## src/rtl/reset_seq_pkg.sv

```systemverilog
// Shared definitions for the reset sequencer: FSM encodings and sizing constants.
package reset_seq_pkg;

  typedef enum logic [1:0] {
    ST_HOLD = 2'd0,
    ST_WAIT = 2'd1,
    ST_GAP  = 2'd2,
    ST_DONE = 2'd3
  } seq_state_e;

  // Width of the shared hold/wait/gap counter.
  localparam int CNT_W      = 32;
  // Largest number of sequenced stages; sizes the stage index register.
  localparam int MAX_STAGES = 16;
  localparam int IDX_W      = $clog2(MAX_STAGES);

endpackage

```

## src/rtl/reset_sync.sv

```systemverilog
// Async-assert / sync-deassert reset synchronizer with configurable depth.
module reset_sync #(
  parameter int DEPTH = 2
) (
  input  logic clk,
  input  logic rst_n,
  output logic sync_rst_n
);

  logic [DEPTH-1:0] sync_q;
  logic [DEPTH-1:0] sync_d;

  // Shift a constant one through the chain once rst_n is released.
  always_comb begin
    sync_d    = '0;
    sync_d[0] = 1'b1;
    for (int i = 1; i < DEPTH; i++) begin
      sync_d[i] = sync_q[i-1];
    end
  end

  // Chain clears immediately on rst_n, releases one flop per clock.
  always_ff @(posedge clk or negedge rst_n) begin
    if (!rst_n) begin
      sync_q <= '0;
    end else begin
      sync_q <= sync_d;
    end
  end

  assign sync_rst_n = sync_q[DEPTH-1];

endmodule

```

## src/rtl/reset_sequencer.sv

```systemverilog
// Releases per-subsystem resets one at a time after the board reset is
// synchronized, waiting for each stage's ready (or a timeout) in between.
//
// state | meaning
// HOLD  | all stage resets asserted, counting the post-release hold time
// WAIT  | stage idx released, waiting for its ready or the timeout
// GAP   | idle spacing before releasing the next stage
// DONE  | every stage released; stage_ready is ignored from here on
module reset_sequencer
  import reset_seq_pkg::*;
#(
  parameter int          NUM_STAGES    = 4,
  parameter int          HOLD_CYCLES   = 16,
  parameter int          STAGE_GAP     = 4,
  parameter logic [31:0] READY_TIMEOUT = 32'h0000FFFF
) (
  input  logic                  clk,
  input  logic                  rst_n,
  input  logic                  soft_rst_req,
  input  logic [NUM_STAGES-1:0] stage_ready,
  output logic [NUM_STAGES-1:0] stage_rst,
  output logic                  all_ready,
  output logic                  busy,
  output logic [NUM_STAGES-1:0] timeout_err
);

  // A zero hold would skip HOLD entirely, so it is stretched to one cycle.
  localparam logic [CNT_W-1:0] HOLD_LAST = (HOLD_CYCLES <= 1) ? '0 : CNT_W'(HOLD_CYCLES - 1);
  localparam logic [CNT_W-1:0] GAP_LAST  = CNT_W'(STAGE_GAP);
  localparam logic [IDX_W-1:0] LAST_IDX  = IDX_W'(NUM_STAGES - 1);

  logic                  sync_rst_n;
  seq_state_e            state_q, state_d;
  logic [CNT_W-1:0]      cnt_q, cnt_d;
  logic [CNT_W-1:0]      cnt_inc;
  logic [IDX_W-1:0]      idx_q, idx_d;
  logic [IDX_W-1:0]      idx_next;
  logic [NUM_STAGES-1:0] stage_rst_q, stage_rst_d;
  logic [NUM_STAGES-1:0] timeout_err_q, timeout_err_d;
  logic                  all_ready_q, all_ready_d;
  logic                  busy_q;
  logic                  ready_cur;

  reset_sync #(.DEPTH(2)) u_reset_sync (
    .clk        (clk),
    .rst_n      (rst_n),
    .sync_rst_n (sync_rst_n)
  );

  // Next-state logic: soft request overrides everything, then the FSM proper.
  always_comb begin
    state_d       = state_q;
    cnt_d         = cnt_q;
    idx_d         = idx_q;
    stage_rst_d   = stage_rst_q;
    timeout_err_d = timeout_err_q;
    all_ready_d   = all_ready_q;
    cnt_inc       = (cnt_q == '1) ? cnt_q : cnt_q + 32'd1;
    idx_next      = idx_q + 1'b1;

    // Select the ready bit of the stage currently being waited on.
    ready_cur = 1'b0;
    for (int i = 0; i < NUM_STAGES; i++) begin
      if (idx_q == IDX_W'(i)) begin
        ready_cur = stage_ready[i];
      end
    end

    if (sync_rst_n) begin
      if (soft_rst_req) begin
        state_d     = ST_HOLD;
        cnt_d       = '0;
        idx_d       = '0;
        stage_rst_d = '1;
        all_ready_d = 1'b0;
      end else begin
        case (state_q)
          ST_HOLD: begin
            if (cnt_q >= HOLD_LAST) begin
              state_d        = ST_WAIT;
              cnt_d          = '0;
              idx_d          = '0;
              stage_rst_d[0] = 1'b0;
            end else begin
              cnt_d = cnt_inc;
            end
          end
          ST_WAIT: begin
            if (ready_cur) begin
              state_d = ST_GAP;
              cnt_d   = '0;
            end else if (cnt_q >= READY_TIMEOUT) begin
              // The stage stays released; the flag just records the late ready.
              for (int i = 0; i < NUM_STAGES; i++) begin
                if (idx_q == IDX_W'(i)) begin
                  timeout_err_d[i] = 1'b1;
                end
              end
              state_d = ST_GAP;
              cnt_d   = '0;
            end else begin
              cnt_d = cnt_inc;
            end
          end
          ST_GAP: begin
            if (cnt_q >= GAP_LAST) begin
              cnt_d = '0;
              if (idx_q < LAST_IDX) begin
                idx_d   = idx_next;
                state_d = ST_WAIT;
                for (int i = 0; i < NUM_STAGES; i++) begin
                  if (idx_next == IDX_W'(i)) begin
                    stage_rst_d[i] = 1'b0;
                  end
                end
              end else begin
                state_d     = ST_DONE;
                all_ready_d = 1'b1;
              end
            end else begin
              cnt_d = cnt_inc;
            end
          end
          ST_DONE: begin
            state_d = ST_DONE;
          end
          default: begin
            state_d = ST_HOLD;
          end
        endcase
      end
    end
  end

  // FSM, counter, index and output registers; rst_n forces reset values at once.
  always_ff @(posedge clk or negedge rst_n) begin
    if (!rst_n) begin
      state_q       <= ST_HOLD;
      cnt_q         <= '0;
      idx_q         <= '0;
      stage_rst_q   <= '1;
      timeout_err_q <= '0;
      all_ready_q   <= 1'b0;
      busy_q        <= 1'b1;
    end else begin
      state_q       <= state_d;
      cnt_q         <= cnt_d;
      idx_q         <= idx_d;
      stage_rst_q   <= stage_rst_d;
      timeout_err_q <= timeout_err_d;
      all_ready_q   <= all_ready_d;
      busy_q        <= ~all_ready_d;
    end
  end

  assign stage_rst   = stage_rst_q;
  assign all_ready   = all_ready_q;
  assign busy        = busy_q;
  assign timeout_err = timeout_err_q;

endmodule

```

## config.mk

```make
export PLATFORM = sky130hd
export DESIGN_NAME = reset_sequencer
export DESIGN_NICKNAME = d
export VERILOG_FILES = /design/src/rtl/reset_seq_pkg.sv /design/src/rtl/reset_sync.sv /design/src/rtl/reset_sequencer.sv
export SDC_FILE = /design/constraint.sdc
export NUM_CORES = 1
export LEC_CHECK = 0
export CORE_ASPECT_RATIO = 0.5
export CORE_MARGIN = 3
export CORE_UTILIZATION = 35
export DETAILED_ROUTE_END_ITERATION = 16
export DONT_BUFFER_PORTS = 1
export SKIP_CTS_REPAIR_TIMING = 1
export SYNTH_ARGS = -nofsm -noshare
export SYNTH_HDL_FRONTEND = slang
export SYNTH_SLANG_ARGS = --single-unit
```

## constraint.sdc

```tcl
create_clock -name clk -period 4.3 [get_ports clk]
set_clock_uncertainty 0.15 [all_clocks]
set_input_delay 0.86 -clock clk [delete_from_list [all_inputs] [get_ports clk]]
set_output_delay 0.86 -clock clk [all_outputs]
set_load 0.005 [all_outputs]
```

==> flow_summary.toml, run 1 <==
[status]
status = "finished, final reports clean"

[cells_and_area]
antenna_cells = 0
synthToLayoutAreaGrowth_pct = 8.36
final_core_util_pct = 41.2
drive_above_1_share_pct = 9.74
nets = 285
multi_input_area_um2 = 1300
regArea_um2 = 1260
n_fill_cell = 685

[floorplanning]
die_w_um = 130
rows = 21
die_area_um2 = 8800
die_h_um = 67.8
initial_core_util_pct = 38.0
core_um2 = 7040
num_io_pins = 17

[clocking]
cts_max_level = 2
cts_buffers = 5
cts.path.max_buffers = 2
cts.sinks = 50
cts_tree = "done"
path_clk_slew_ns = 0.07
root_buffer = "clkbuf_16"
clk_latency_ns = 0.29

[grt]
grt_pass1_vias = 1916
grt_max_degree = 51
overflow = 0
grt_usage_pct = 13.0
grt_antenna_before_repair = 0
grt_pass1_wl_mm = 9.29

[sta]
rsz0062_at_grt = "false"
setup_ws_ns = 1.59
finalSetupViolCount = 0
maxSlewViolCount = 0
period_needed_ns = 2.71
relSlewSlack_pct = 62.4
worst_slew_pin_slew_ns = 0.559
fin_setup_tns_ns = 0
hold_viol_final = 0
fmax_mhz = 369
min_period_over_period_pct = 63.0

[place]
dp_hpwl_mm = 3.88
finalWeightedCongestion = 0.865
io_buffers = 0
dp_slack_ns = 1.65

[synth]
synth_seq_cells = 50
synth-compound-area-share_pct = 18.9
synth_top_family_by_area = "simple AND/OR/NAND/NOR gates"
synth_area_um2 = 2680
synth.distinct_cells = 58
synthMuxAreaShare_pct = 0.794
synth-adder-area-share_pct = 5.61
yosys.area_share.simple_pct = 22.6
synth_xor_area_share_pct = 0.327
synthFlopType = "dfrtp_1"
ys_seq_area_share_pct = 47.0
yosys.cell_count.top_type = "dfrtp_1"
syn_inst = 269
yosys_warnings = 0
yosys-top-cells-area = "dfrtp_1, ha_1, dfstp_2, and2_1, nand2_1"
syn_area_per_cell_um2 = 9.95
synth_common_cells = "dfrtp_1, nand2_1, and2_1, a31oi_1, inv_1"
async_reset_ff_share_pct = 100
synth.largest_area_cell = "dfrtp_1"
synth_fp_nets = 288
synth_top_area_share_pct = 42.1
synth_edf_count = 0

[critical_path]
required_ns = 4.35
crit_arrival_ns = 2.76
worst_setup_path_start_kind = "register"
reg2reg_depth = 7
crit_path_end_kind = "register"
setup.worst_path.class = "register to register"
crit_path_max_fanout = 15

[power_and_ir_drop]
p_comb_share_pct = 20.6
power_leakage_nw = 1.29
p_per_area_nw_per_um2 = 425
seq_power_share_pct = 43.5
switching_share_pct = 29.2
p_sw_uw = 360
internal-power_uw = 872
clkPwrFrac_pct = 35.9
ir_worst_vdd_mv = 0.157

[routing]
wl_per_cell_um = 15.0
first_pass_iters = 4
routed_wl_mm = 5.37
final_antenna_net_count = 0
drc_errors = 0
routed_via_density = 5.63
vias = 2020
first_iter_violations = 207

[min_path]
hold_path.class = "input port to async pin"

[flow_run]
cap_violations = 0
-- sequential cells by signal (all words and copies together) (netlist names), named ones only --
signal / cells
state_q: 2
stage_rst: 4
idx_q: 4
busy: 1
u_reset_sync.sync_q: 2
cnt_q: 32
timeout_err: 4
-- layer usage --
metal	track usage, %	routed length, um	vias up
met5	0	0	-
met4	3.11	45	0
met3	2.10	231	4
met2	22.2	2380	50
met1	17.6	2720	992
li1	-	-	974
-- power groups by stage --
stage / clock network (mW) / logic (mW) / registers [mW]
floorplan: 0 / 0.218 / 0.526
CTS: 0.456 / 0.252 / 0.536
finish: 0.443 / 0.253 / 0.537
global placement: 0 / 0.248 / 0.540
detailed placement: 0 / 0.250 / 0.544
global route: 0.482 / 0.287 / 0.541
-- cell families after synthesis --
group,count (synthesis)
simple gates,108
compound gates,70
flops,50
buf+inv,25
fa+ha+maj,12
mux,2
other cells,1
xor+xnor,1
-- stage by stage --
| step | instance area (um^2) | hold WS [ns] | power [mW] | std cells |
|---|---|---|---|---|
| 6_report | 2900 | 0.115 | 1.23 | 359 |
| 5_1_grt | 2900 | 0.0973 | 1.31 | 359 |
| 4_1_cts | 2900 | 0.107 | 1.24 | 359 |
| 3_5_place_dp | 2730 | 0.189 | 0.794 | 351 |
| 3_3_place_gp | 2730 | 0.185 | 0.788 | 351 |
| 2_1_floorplan | 2680 | 0.181 | 0.744 | 269 |
-- placed cells by master (no fill, tap or decap), types with 5 or more instances in the layout --
cell / netlist / final
nand2_1: 30 / 30
nand4_1: 6 / 6
dfrtp_1: 45 / 45
nor2_1: 7 / 7
ha_1: 12 / 12
inv_1: 13 / 13
clkbuf_16: 0 / 5
o21ai_1: 7 / 7
a21oi_1: 7 / 7
nand3_1: 7 / 7
a31oi_1: 14 / 14
o21ai_0: 9 / 9
nor3_1: 5 / 5
dfstp_2: 5 / 5
a21o_1: 6 / 6
nor4_1: 9 / 9
and2_1: 19 / 19
-- final timing paths --
kind	from	end	slack, ns
max reg2reg	cnt_q[0]	cnt_q[11]	1.59
max in group asynchronous	rst_n	stage_rst[3]	3.69
min	rst_n	cnt_q[28]	0.11
min in group clk	u_reset_sync.sync_q[0]	u_reset_sync.sync_q[1]	0.20
min reg2reg	u_reset_sync.sync_q[0]	u_reset_sync.sync_q[1]	0.20
max	cnt_q[0]	cnt_q[11]	1.59
-- layout make-up --
class                   instances  area share [%]
clock buffers                   5            4.31
clock inverters                 3            1.51
inverters                      13            1.68
multi-input cells             194            44.7
flip-flops and latches         50            43.3
well taps                      92            3.97
repair buffers                  2           0.517
-- worst max-delay path, cell delays in order (launching register included) --
cell and delay, ns:
dfrtp_1 0.43, ha_1 0.29, and4_1 0.27, and2b_1 0.32, nand4_2 0.36, and2_1 0.35, a311o_1 0.37, o211ai_1 0.09
No activity file was read; power rests on OpenSTA's default activity.
==> inputs of run 2 (changes only) <==
Clock period 4.3 ns to 2.5 ns, I/O delays scaled along.
==> flow_summary.toml, run 2 (synthesized netlist as in run 1, its figures left out) <==
[status]
status = "finished, final reports clean"

[sta]
finalSetupViolCount = 0
fmax_mhz = 420
hold_viol_final = 0
fin_setup_tns_ns = 0
relSlewSlack_pct = 64.6
min_period_over_period_pct = 95.1
maxSlewViolCount = 0
worst_slew_pin_slew_ns = 0.531
period_needed_ns = 2.38
rsz0062_at_grt = "false"

[grt]
grt_pass1_wl_mm = 10.1
grt_pass1_vias = 2098
grt_max_degree = 51
overflow = 0
grt_antenna_before_repair = 0
grt_usage_pct = 14.2

[clocking]
clk_latency_ns = 0.28
cts.path.max_buffers = 2
root_buffer = "clkbuf_16"
cts_buffers = 5
cts.sinks = 50
cts_tree = "done"
cts_max_level = 2
path_clk_slew_ns = 0.07

[floorplanning]
core_um2 = 7040
rows = 21
die_area_um2 = 8800
num_io_pins = 17
die_w_um = 130
die_h_um = 67.8
initial_core_util_pct = 38.0

[place]
dp_hpwl_mm = 4.16
io_buffers = 0
placed_cells = 368
finalWeightedCongestion = 0.863

[min_path]
min_to = "idx_q[1]"
min-delay-start = "soft_rst_req"
whs_path_depth = 1
hold_path.class = "input port to register"

[routing]
wl_per_cell_um = 15.3
first_pass_iters = 4
first_iter_violations = 227
final_antenna_net_count = 0
drc_errors = 0
vias = 2117
routed_wl_mm = 5.83
routed_via_density = 5.54

[critical_path]
cp_slowest_cell = "or4_1"
worstReg2RegStart = "idx_q[1]"
crit_arrival_ns = 2.43
reg2reg_depth = 8
worst-r2r-setup-slack_ns = 0.12
crit_path_max_fanout = 5
path_cells = "buf_4 > ha_1 > a211oi_1 > a211o_1 > o221ai_1 > a21o_1 > or4_1 > o211ai_1"
required_ns = 2.55
max_stage_delay_ns = 0.48
crit_path_end_kind = "register"
critical-path-top-delay-family = "compound AO/OA/AOI/OAI gates"
worst_setup_path_start_kind = "register"
setup.worst_path.class = "register to register"
r2r-end = "cnt_q[9]"
crit_buf_inv = 1

[power_and_ir_drop]
ir_worst_vdd_mv = 0.328
power_leakage_nw = 1.41
p_per_area_nw_per_um2 = 697

[cells_and_area]
final_core_util_pct = 43.9
synthToLayoutAreaGrowth_pct = 15.6
nets = 308
largest_register = "cnt_q"
largest_register_ffs = 32
mostFrequentLayoutCells = "dfrtp_1, nand2_1, buf_4, and2_1, a31oi_1"
mostFrequentLayoutCell = "dfrtp_1"
antenna_cells = 0
drive_above_1_share_pct = 16.9
final_cells = 382

[flow_run]
cap_violations = 0
## run 2: changes by cell type in the layout (fill, tap and decap cells not counted), sizes merged
cell	previous run	this run
clkbuf	5	6
dlygate4sd3	0	1
bufinv	1	0
clkinvlp	0	1
buf	2	24
inv	14	13
## run 2: worst max-delay path by stage
stage,startpoint,end,cells past startpoint,slack (ns)
detailed placement,idx_q[1],cnt_q[12],9,0.06
CTS,idx_q[1],cnt_q[12],9,0.06
global route,idx_q[0],cnt_q[5],9,0.007
global placement,idx_q[0],cnt_q[12],8,0.20
floorplan,idx_q[0],cnt_q[13],8,0.29
finish,idx_q[1],cnt_q[9],8,0.12
## run 2: area by class of cell
| cell class | count | area [um^2] |
|---|---|---|
| Multi-Input combinational cell | 194 | 1310 |
| Clock buffer | 6 | 139 |
| Fill cell | 675 | 3950 |
| Clock inverter | 2 | 12.5 |
| Tap cell | 92 | 115 |
| Sequential cell | 50 | 1260 |
| Inverter | 13 | 48.8 |
| Timing Repair Buffer | 25 | 214 |
## run 2: metrics by stage
stage               cell area (um^2)  hold slack, ns  worst slack [ns]  power, mW
global placement                2860          0.0569             0.195       1.43
global route                    3090           0.150           0.00656       2.30
floorplan                       2680          0.0544             0.287       1.28
detailed placement              2860          0.0570            0.0644       1.45
finish                          3090           0.150             0.122       2.16
CTS                             3010          -0.248            0.0601       2.13
## run 2: report_power, final
group          leakage, nW  total [mW]  switching (mW)  internal [mW]
sequential           0.674       0.905          0.0478          0.857
clock               0.0729       0.681           0.285          0.396
combinational        0.660       0.571           0.320          0.251
## run 2: metal layers
metal | up-vias | wire, um | part of all wire [%] | track usage [%]
li1 | 1021 | - | - | -
met1 | 1061 | 2860 | 49 | 19.5
met2 | 33 | 2730 | 47 | 24.1
met3 | 2 | 214 | 3.7 | 2.10
met4 | 0 | 33 | 0.57 | 3.11
met5 | - | 0 | 0 | 0
==> inputs of run 3 (changes only) <==
Settings changed: ABC_CLOCK_PERIOD_IN_PS set to 2500.
==> results of run 3 <==
Same layout as run 2: the final DEF is identical, and so are final timing and power.
